## config.mk

```make
export PLATFORM = sky130hd
export DESIGN_NAME = wb_pipe_stage
export DESIGN_NICKNAME = d
export VERILOG_FILES = /design/src/rtl/wb_pipe_pkg.sv /design/src/rtl/wb_pipe_slot.sv /design/src/rtl/wb_pipe_stage.sv
export SDC_FILE = /design/constraint.sdc
export NUM_CORES = 1
export LEC_CHECK = 0
export BUFFER_PORTS_ARGS = -buffer_cell sky130_fd_sc_hd__buf_2
export CORE_ASPECT_RATIO = 0.7
export CORE_MARGIN = 8
export CORE_UTILIZATION = 48
export DETAILED_ROUTE_END_ITERATION = 10
export PLACE_DENSITY = 0.8
export SETUP_SLACK_MARGIN = 0.4
export SYNTH_ARGS = -nofsm -noshare
export SYNTH_HDL_FRONTEND = slang
export SYNTH_SLANG_ARGS = --single-unit
```

## constraint.sdc

```tcl
create_clock -name clk -period 7.2 [get_ports clk]
set_input_delay 1.08 -clock clk [delete_from_list [all_inputs] [get_ports clk]]
set_output_delay 1.08 -clock clk [all_outputs]
set_load 0.01 [all_outputs]
```

## src/rtl/wb_pipe_pkg.sv

```systemverilog
// Shared types for the write-back pipeline stage: the stage occupancy states
// and the bit positions of the fields inside the control bundle.
package wb_pipe_pkg;

    typedef enum logic [1:0] {
        EMPTY = 2'd0,
        ONE   = 2'd1,
        FULL  = 2'd2
    } wb_state_e;

    localparam int CTRL_REGWRITE  = 0;
    localparam int CTRL_MEMTOREG  = 1;
    localparam int CTRL_BYTE_LO   = 2;
    localparam int CTRL_BYTE_HI   = 5;
    localparam int CTRL_LINK      = 6;
    localparam int CTRL_JR        = 7;

endpackage

```

## src/rtl/wb_pipe_slot.sv

```systemverilog
// One payload register of the write-back skid buffer. Clear wins over load so
// a flush always leaves the slot zeroed.
module wb_pipe_slot #(
    parameter int W = 77
) (
    input  logic         clk,
    input  logic         rst,
    input  logic         load,
    input  logic         clear,
    input  logic [W-1:0] d,
    output logic [W-1:0] q
);

    // NOTE: non-blocking assignment on every register so all flops sample
    // pre-edge values together, independent of block evaluation order.
    always_ff @(posedge clk or posedge rst) begin
        if (rst) begin
            q <= '0;
        end else if (clear) begin
            q <= '0;
        end else if (load) begin
            q <= d;
        end
    end

endmodule

```

## src/rtl/wb_pipe_stage.sv

```systemverilog
// MEM->WB pipeline register built as a 2-entry skid buffer with a registered
// in_ready. Optional stall counter enabled by WB_PIPE_STAGE_PERF_EN.
module wb_pipe_stage
    import wb_pipe_pkg::*;
#(
    parameter int DATA_W = 32,
    parameter int REG_W  = 5,
    parameter int CTRL_W = 8
) (
    input  logic              clk,
    input  logic              rst,
    input  logic              flush,
    input  logic              in_valid,
    output logic              in_ready,
    input  logic [CTRL_W-1:0] in_ctrl,
    input  logic [DATA_W-1:0] in_result,
    input  logic [DATA_W-1:0] in_pc4,
    input  logic [REG_W-1:0]  in_wreg,
    output logic              out_valid,
    input  logic              out_ready,
    output logic [CTRL_W-1:0] out_ctrl,
    output logic [DATA_W-1:0] out_result,
    output logic [DATA_W-1:0] out_pc4,
    output logic [REG_W-1:0]  out_wreg
`ifdef WB_PIPE_STAGE_PERF_EN
    ,
    output logic [31:0]       stall_cnt
`endif
);

    localparam int PW = CTRL_W + 2 * DATA_W + REG_W;

    wb_state_e   state, next_state;
    logic        accept, drain;
    logic        main_load, main_clr, main_from_skid;
    logic        skid_load, skid_clr;
    logic [PW-1:0] in_pay, main_d, main_q, skid_q;

    assign accept = in_valid && in_ready;
    assign drain  = out_valid && out_ready;
    assign in_pay = {in_ctrl, in_result, in_pc4, in_wreg};
    assign main_d = main_from_skid ? skid_q : in_pay;

    // NOTE: every signal written here gets a default first, so no path
    // through the case leaves one unassigned and no latch is inferred.
    always_comb begin
        next_state     = state;
        main_load      = 1'b0;
        main_clr       = 1'b0;
        main_from_skid = 1'b0;
        skid_load      = 1'b0;
        skid_clr       = 1'b0;
        if (flush) begin
            next_state = EMPTY;
            main_clr   = 1'b1;
            skid_clr   = 1'b1;
        end else begin
            case (state)
                EMPTY: begin
                    if (accept) begin
                        next_state = ONE;
                        main_load  = 1'b1;
                    end
                end
                ONE: begin
                    if (accept && drain) begin
                        main_load = 1'b1;
                    end else if (accept) begin
                        next_state = FULL;
                        skid_load  = 1'b1;
                    end else if (drain) begin
                        next_state = EMPTY;
                        main_clr   = 1'b1;
                    end
                end
                FULL: begin
                    if (drain) begin
                        next_state     = ONE;
                        main_load      = 1'b1;
                        main_from_skid = 1'b1;
                        skid_clr       = 1'b1;
                    end
                end
                default: begin
                    next_state = EMPTY;
                    main_clr   = 1'b1;
                    skid_clr   = 1'b1;
                end
            endcase
        end
    end

    // in_ready is registered from the next occupancy so it never depends
    // combinationally on out_ready; it stays low through reset.
    always_ff @(posedge clk or posedge rst) begin
        if (rst) begin
            state    <= EMPTY;
            in_ready <= 1'b0;
        end else begin
            state    <= next_state;
            in_ready <= (next_state != FULL);
        end
    end

    // NOTE: the payload slots are plain registers, so they are reset to zero
    // like any other state; a cleared slot is what keeps bubbles at RegWrite=0.
    wb_pipe_slot #(.W(PW)) u_main (
        .clk   (clk),
        .rst   (rst),
        .load  (main_load),
        .clear (main_clr),
        .d     (main_d),
        .q     (main_q)
    );

    wb_pipe_slot #(.W(PW)) u_skid (
        .clk   (clk),
        .rst   (rst),
        .load  (skid_load),
        .clear (skid_clr),
        .d     (in_pay),
        .q     (skid_q)
    );

    assign out_valid = (state != EMPTY);
    assign {out_ctrl, out_result, out_pc4, out_wreg} = out_valid ? main_q : '0;

`ifdef WB_PIPE_STAGE_PERF_EN
    // Counts stalled cycles; saturates and survives flush.
    always_ff @(posedge clk or posedge rst) begin
        if (rst) begin
            stall_cnt <= '0;
        end else if (out_valid && !out_ready && (stall_cnt != 32'hFFFF_FFFF)) begin
            stall_cnt <= stall_cnt + 32'd1;
        end
    end
`endif

endmodule

```

### Word-level counts from Yosys, hierarchy flattened

Cells that the tools add are included.

| storage, ports and cells | value |
|---|---|
| input port bits | 82 |
| flip-flop bits (word level) | 157 |
| output and inout bits | 79 |

| cells by class | value |
|---|---|
| reductions and logical operators | 9 |
| multiplexer cells | 29 |
| eq/ne operators | 3 |

Operators by type and width:

| kind | count |
|---|---|
| two-way mux 77 bit | 6 |
| two-way mux 1 bit | 13 |
| two-way mux 2 bit | 6 |
| one-hot mux 2 bit (3 select lines) | 1 |
| nonzero test 2 bit | 3 |
| one-hot mux 1 bit (2 select lines) | 2 |
| OR reduction 2 bit | 2 |
| logical AND 1 bit | 3 |
| one-hot mux 1 bit (3 select lines) | 1 |
| == test 2 x 1 -> 1 bit, second input constant | 1 |
| == test 2 bit, second input constant | 1 |
| zero test 2 bit | 1 |
| != test 2 bit, second input constant | 1 |

### Longest topological paths before layout

Gate-level depths: netlist (run 1).

| depth | value |
|---|---|
| depth after elaboration | 8 |
| gate-level depth with buffers | 8 |
| mapped depth without buffers | 4 |

### Modules after synthesis

A second synthesis (run 1) with hierarchy kept.

| second synthesis, totals | value |
|---|---|
| cells, all modules | 699 |
| area, all modules | 7977.7 um2 |

By module, submodules not included:

| module | area an instance (um2) | times used | cells an instance |
|---|---|---|---|
| wb_pipe_slot | 3143.0 | 2 | 250 |
| wb_pipe_stage | 1691.6 | 1 | 199 |

### Worst setup path after synthesis (run 1)

Ideal clock, no wire load.

| timing | value |
|---|---|
| kind | reg-to-output |
| from | register state[1] |
| to | output out_result[10] |
| arrival time | 1.265 ns |
| path slack | 4.855 ns |
| path buffers | 2 |
| stages on the path, launching flop included | 6 |
| data required time | 6.120 ns |
| cells stage by stage | dfrtp_1 nor2_1 inv_1 clkbuf_1 clkbuf_1 and2_1 |

| on the way | value |
|---|---|
| cells in the longest elaborated chain, start to end | 2 |

RTL lines:

| item | RTL line | RTL |
|---|---|---|
| start: declaration | wb_pipe_stage.sv:33 | `wb_state_e state, next_state;` |
| start signal: assignment | wb_pipe_stage.sv:100 | `state <= next_state;` |
| nonzero test 2 bit | wb_pipe_stage.sv:125 | `assign out_valid = (state != EMPTY);` |
| two-way mux 77 bit | wb_pipe_stage.sv:126 | `assign {out_ctrl, out_result, out_pc4, out_wreg} = out_valid ? main_q : '0;` |
| end: declaration | wb_pipe_stage.sv:22 | `output logic [DATA_W-1:0] out_result,` |

No other way between the ends.

### Worst setup path in the final report (run 1)

| timing | value |
|---|---|
| from | register state[1] |
| to | output out_ctrl[5] |

| on the way | value |
|---|---|
| cells in the longest elaborated chain, start to end | 2 |

RTL lines:

| item | RTL line | RTL |
|---|---|---|
| nonzero test 2 bit | wb_pipe_stage.sv:125 |  |
| two-way mux 77 bit | wb_pipe_stage.sv:126 |  |
| end: declaration | wb_pipe_stage.sv:21 | `output logic [CTRL_W-1:0] out_ctrl,` |

No other way between the ends.

==> summary by stage, run 1 <==
Clock network
The number of buffers inserted by post-CTS setup repair is 0. The TritonCTS buffer count is 17. The number of hold buffers added after CTS was 0.

Clock-pin slew was measured on the worst setup and hold paths at about 0.060 ns. The later pin in the worst-skew pair is clocked with a latency of roughly 0.41 ns. The clock tree synthesis step divided the H-tree into 4 levels. No sink is reached through more buffers than the 2 on the longest clock path. TritonCTS built the clock tree.

The post-cts repair resize count is 0. The clock drives 157 sinks. The cell chosen for the clock root is clkbuf_16.

Critical path
The start-to-end type of the worst setup path is flop to primary output. The endpoint class of the critical path is a primary output. The number of cells on the worst reg-to-reg path is 6. Of all nets on the critical path, the largest fanout is 78.

The arrival time of data at the critical path endpoint is 2.32 ns. The required time reported for the critical path endpoint is 6.12 ns. The endpoint of the worst register-to-register path is u_main.q[73].

The worst setup path is launched from a flop. Setup slack on the worst reg-to-reg path comes out at around 4.5 ns. In this run the critical register-to-register path is launched from state[0].

STA
For the pin with the worst max-slew slack, the measured transition is approximately 1.1 ns. The final max-slew violation count came to 0. The worst path meets setup with between 3 and 4 ns of slack. The worst relative slew slack is 27.2%. The number of hold violations in the final report is 0. The part of the cycle the worst path needs is 47.2%. After routing, the total negative slack on setup checks comes to 0 ns. The minimum clock period is 3.40 ns. The clock skew is 0.00814 ns. Derived from the worst setup path, the maximum achievable clock frequency is ~0.29 GHz. The total of endpoints with negative setup slack in the final report is 0. Setup repair after global routing left no endpoint under its margin.

GRT
The number of antenna violations at the first check in global routing came to 1. The first global-routing pass estimated around 28000 um of wire. The number of global-route vias before repair is 5390. The global-route usage over all layers is between 10% and 20%. Entering global routing, the biggest net connects 87 pins. The residual overflow from global routing is 0.

Placed design
The pre-CTS setup slack is 3.89 ns. The global placement routability congestion is between 0.8 and 0.9. The estimated wirelength of the detail-placed design is around 11000 um. The placed instances occupy a cell area of about 7800 sq um. The count of port buffers added during placement is 160.

Finish
For this run, the post-layout net count is 758. The area of the multi-input gates is around 2800 sq um. Leaving out fill and tap cells, the most frequent cells in the layout are buf_2 (160), dfrtp_1 (157).

Cells with a size suffix above 1 make up between 20% and 30% of the layout. The fill cell total of the finished layout is around 1200. After routing the design area is 8480 sq um. The repair_antennas step left the layout with diodes totalling 0. The library cell used most frequently in the layout, excluding fill and tap cells, is buf_2. The area taken by flip-flops and latches is 3930 sq um. From synthesis to final layout, the design area changed by 21.0%.

Floorplan
The area of the die is approximately 19000 sq um. In this run the count of I/O pins placed on the die edge is ~160. The starting utilization of the core area is roughly half. Measured along the y axis, the die boundary spans ~120 um. In this run the horizontal extent of the chip is 160 um. The floorplan has 37 rows. The core footprint is ~14000 sq um.

Drt
Dividing the detail-routed wire length by the instance count gives 19.6 um. The detailed router finished its first iteration with slightly below 400 violations. The number of vias after detailed routing is approximately 5000. For this run, design rule violations remaining after detail routing come to 0. The detail route stage leaves a number of antenna-violating nets equal to 0. The detail-routed via count per cell is approximately 5.7.

For this block, the routed nets add up to approximately 17000 um of wire. The number of iterations in the first detailed-routing pass is 4.

Min path
The tightest min-delay check is of the flop to flop type. The worst hold path begins at u_main.q[27]. The path with the worst hold slack has its endpoint at u_main.q[27]. Counting instances, the worst hold path has a depth of 1.

Logic synthesis
The net count after synthesis is roughly 620. The average size of a mapped cell is between 10 and 15 sq um. After synthesis the cells add up to ~7000 sq um. In this run, synthesis produced a sequential element count of between 150 and 200.

Yosys mapped the design onto 28 distinct sky130hd cell types. The sequential area share after synthesis is 56.1%. The instance count of the mapped netlist is 540.

During synthesis, Yosys emitted a total of 0 warnings.

Power
The worst IR drop on VDD is 0.160 mV. In this run the static leakage power is slightly above 4 nW. For this design the ratio of total power to cell area is about 250 nW/um^2.

Job
The number of maximum-capacitance constraint violations is 0.

Outcome
The flow ran to the end, and the final reports show no timing, DRC or antenna violations.
## synthesized netlist by cell type
library cell / number / share of area, %
nand2b_4: 1 / 0.20
buf_8: 4 / 0.86
clkbuf_1: 18 / 0.96
nand2_1: 2 / 0.11
a21oi_2: 1 / 0.13
o21bai_1: 2 / 0.21
a22o_1: 77 / 9.6
nor2_1: 2 / 0.11
dfrtp_1: 157 / 56
nor3b_2: 1 / 0.18
mux2i_1: 77 / 11
inv_1: 3 / 0.16
a21oi_1: 1 / 0.071
a2bb2oi_1: 1 / 0.13
or2_1: 1 / 0.089
nor2b_1: 1 / 0.089
o2bb2ai_1: 77 / 9.6
and2_1: 77 / 6.9
a21o_1: 1 / 0.11
a211o_1: 1 / 0.13
nor3_2: 1 / 0.14
nor2_4: 1 / 0.16
buf_2: 15 / 1.1
xnor2_1: 1 / 0.13
nand3_1: 1 / 0.071
and3b_1: 2 / 0.25
buf_4: 13 / 1.4
o21ai_1: 1 / 0.071
## area by class of cell
cell class	instances	area share, %
well taps	195	2.88
inverters	3	0.192
clock inverters	12	2.27
flip-flops and latches	157	46.4
multi-input cells	330	32.9
clock buffers	19	5.34
repair buffers	167	10.1
## logic make-up (layout without fill, tap and decap cells)
| kind of cell | after synthesis | in the layout | share of synthesized area [%] |
|---|---|---|---|
| flip-flops | 157 | 157 | 56.1 |
| XOR/XNOR | 1 | 1 | 0.125 |
| AO/OA/AOI/OAI | 162 | 162 | 20.1 |
| buffers and inverters | 53 | 201 | 4.45 |
| multiplexers | 77 | 77 | 11.0 |
| AND/OR/NAND/NOR | 90 | 90 | 8.27 |
## metrics by stage
stage | hold slack, ns | total power, mW | std cells | utilization [%]
global placement | 0.463 | 1.17 | 852 | 54.0
CTS | 0.483 | 2.16 | 883 | 58.5
detailed placement | 0.466 | 1.18 | 852 | 54.0
global route | 0.492 | 2.22 | 883 | 58.5
floorplan | 0.448 | 1.09 | 540 | -
finish | 0.476 | 2.13 | 883 | 58.5
## critical path, stage by stage, from the launching register on
cell and delay, ns:
dfrtp_1 0.50, nor2_1 0.13, inv_2 0.78, and2_1 0.28, buf_2 0.15
## power breakdown
| part | internal (mW) | switching [mW] |
|---|---|---|
| sequential | 0.929 | 0.0259 |
| combinational | 0.0770 | 0.131 |
| clock | 0.629 | 0.343 |
| total | 1.63 | 0.500 |
## worst max-delay path by stage
stage | slack, ns | to | from
final | 3.80 | out_ctrl[5] | state[1]
after global routing | 3.59 | out_pc4[23] | state[1]
after CTS | 3.78 | out_ctrl[5] | state[1]
after detailed placement | 3.89 | u_main.q[2] | flush
after global placement | 3.94 | u_main.q[74] | flush
after floorplan | 1.89 | in_ready | rst
## sequential cells by signal, summed over array words and instances, names as in the netlist
register / count
in_ready: 1
state: 2
u_main.q: 77
u_skid.q: 77
## layer usage
metal	GRT usage, %	part of all wire (%)	up-vias
met5	0	0.075	-
met4	6.45	0.84	2
met3	5.49	5.6	13
met2	30.4	48	162
met1	24.4	45	2554
li1	-	-	2277
(Power assumes the default switching activity.)
==> inputs of run 2 (changes only) <==
==> constraint.sdc (replaced) <==
create_clock -name clk -period 3.2 [get_ports clk]
set_input_delay 0.48 -clock clk [delete_from_list [all_inputs] [get_ports clk]]
set_output_delay 0.48 -clock clk [all_outputs]
set_load 0.01 [all_outputs]
==> run 2 against run 1 <==
Utilization is 0.38 points higher. Sequential power grew 130%. Global-route usage grew 0.47 points. Power increased by 120%. Sequential cell count unchanged. Combinational power up 130%. First-iteration DRC count fell by 18%. Worst setup slack worse by 3.2 ns.
==> summary by stage, run 2 (synthesized netlist as in run 1, its figures left out) <==
Outcome
The run finished with clean final reports.

Critical path
STA classifies the critical path startpoint as a flop. Traced cell by cell, the critical path runs through nor2_1 -> inv_2 -> buf_4 -> and2_1 -> buf_2. The required time reported for the critical path endpoint is 2.72 ns (-3.40 ns).

The worst-path maximum fanout is 28 (-64%). The setup path with the least slack is of type flop to primary output. The cell family contributing the most delay on the critical path is buffers and inverters. The worst stage delay on the critical path is 0.48 ns (-0.30 ns). The endpoint class of the critical path is a primary output. The number of buffer and inverter stages on the critical path is 3 (+1). The arrival time of data at the critical path endpoint is 2.09 ns (-0.23 ns). The master of the slowest instance on the critical path is dfrtp_1.

Clock network
The clock insertion delay at the later pin of the skew report is 0.42 ns (about the same). The TritonCTS buffer count is 17 (unchanged). The post-cts repair resize count was 0 (unchanged). The clock transition at the registers of the reported paths is 0.07 ns (about the same). The depth of the CTS H-tree was 4 (unchanged). The number of sinks on the clock net was 157 (unchanged). The deepest clock path buffer count came to 2 (unchanged). The tree is rooted in a clkbuf_16.

The hold buffer count at CTS was 0 (unchanged). The number of buffers inserted by post-CTS setup repair came to 0 (unchanged). The TritonCTS clock tree is done.

Drt
The detail-routed via count per cell is 5.73 (+0.99%). The total wirelength of the detailed-routed design is 17800 um (+2.8%). The number of iterations in the first detailed-routing pass came to 4 (unchanged).

The detail-routed net length per standard cell came to 20.0 um (+2.2%). The met3 routed wirelength is 1140 um (+17%). The routed length on met1 came to 7910 um (+1.4%). The number of DRC violations after detailed-routing iteration 0 is 320 (-18%). The number of nets still failing antenna checks after routing is 0 (unchanged). The detailed route wirelength on metal2 is 8510 um (+1.7%). The residual DRC count was 0 (unchanged). The number of vias after detailed routing came to 5086 (+1.6%). The highest signal layer in the routed design is met4.

Finish
The area of the multi-input gates is 2790 sq um (unchanged). The core utilization of the finished layout is 58.9% (+0.38 points). The growth of design area from synthesis to finish is 21.7%. The fill cell total of the finished layout was 1170 (-0.59%). In the layout the commonest cells are buf_2 (160), dfrtp_1 (157). The number of nets in the final layout is 764 (+0.79%). The most frequent standard cell in the layout excluding fill and tap cells is buf_2. The share of layout cells above drive strength 1 is 30.4% (+0.51 points). The largest registers in the layout are u_main.q: 77 flops, u_skid.q: 77 flops, state: 2 flops. The cell area after layout is 8530 sq um (+0.65%). The count of inserted antenna diode cells is 0 (unchanged). The area taken by flip-flops and latches came to 3930 sq um (unchanged).

Placed design
The global placement routability congestion is 0.846 (+3.6%). The estimated wirelength of the detail-placed design is 11300 um (+5.7%). The instance area after placement is 7910 sq um (+1.0%). The count of port buffers added during placement came to 160 (unchanged).

STA
The part of the cycle the worst path needs is 80.3%. The achievable frequency is roughly 0.39 GHz. The final max-slew violation count is 0 (unchanged). The total of endpoints with negative setup slack in the final report is 0 (unchanged). Setup repair after global routing left no endpoint under its margin. The minimum clock period is ~2.6 ns. The clock skew is 0.00860 ns (+0.000457 ns). The setup TNS was 0 ns (unchanged).

The worst relative slew slack is 49.8% (+23 points). The number of hold violations in the final report is 0 (unchanged). The actual slew at the worst max-slew pin is 0.753 ns (-0.339 ns).

Floorplan
The starting utilization of the core area is 48.4% (unchanged). The width of the die was 160 um (unchanged). The number of top-level pins is 161 (unchanged).

The die span in y is 117 um (unchanged). The area of the die is 18800 sq um (unchanged). The core footprint is 14500 sq um (unchanged). The number of placement rows came to 37 (unchanged).

Power
The static power due to leakage is 4.06 nW (+0.68%). The power density of the placed cells is 558 nW/um^2 (+120%). The worst IR drop on VDD is 0.291 mV (+82%).

Job
The number of maximum-capacitance constraint violations is 0 (unchanged).

GRT
The residual overflow from global routing is 0 (unchanged). The number of antenna violations at the first check in global routing was 0 (-1). The global-route usage over all layers is 19.4% (+0.47 points). The pin count of the biggest net entering global routing is 75 (-14%).

The first-pass GRT wire length came to 29000 um (+1.8%). The number of global-route vias before repair is 5600 (+3.9%).

Min path
In this run the worst hold path is classified as input port to async pin.
[run 2: worst paths after layout]
path / from / to / slack (ns) / cells after the start
worst max-delay path: state[0] / out_pc4[24] / 0.63 / 5
worst min-delay path: rst / u_main.q[33] / 0.15 / 2
worst min register to register: u_main.q[67] / u_main.q[67] / 0.48 / 1
max in group asynchronous: rst / u_main.q[74] / 2.26 / 3
worst max register to register: state[1] / u_main.q[58] / 1.14 / 5
min in group clk: in_result[13] / u_skid.q[50] / 0.30 / 2
[run 2: power breakdown]
group          switching [mW]  internal (mW)  total (mW)  leakage, nW
Sequential             0.0615           2.09        2.15         2.13
Clock                   0.785           1.34        2.12        0.297
Combinational           0.300          0.186       0.486         1.63
Total                    1.15           3.61        4.76         4.06
[run 2: cell type report]
cell class	instances	area share [%]
Inverter	3	0.176
Clock buffer	19	5.31
Timing Repair Buffer	173	11.0
Sequential cell	157	46.1
Clock inverter	11	1.95
Multi-Input combinational cell	330	32.7
Tap cell	195	2.86
[run 2: metrics by stage]
| stage | power (mW) | setup WS (ns) | hold WS, ns | cells |
|---|---|---|---|---|
| after floorplan | 2.46 | 0.733 | 0.448 | 540 |
| after global placement | 2.65 | 1.15 | 0.463 | 858 |
| after detailed placement | 2.67 | 1.08 | 0.466 | 858 |
| after CTS | 4.81 | 0.639 | 0.147 | 888 |
| after global routing | 4.95 | 0.480 | 0.180 | 888 |
| final | 4.76 | 0.631 | 0.153 | 888 |
[run 2: metal layers]
metal	global-route usage [%]	vias to the layer above
met1	24.5	2576
met2	32.1	202
met4	6.82	0
li1	-	2287
met5	0	-
met3	5.14	21
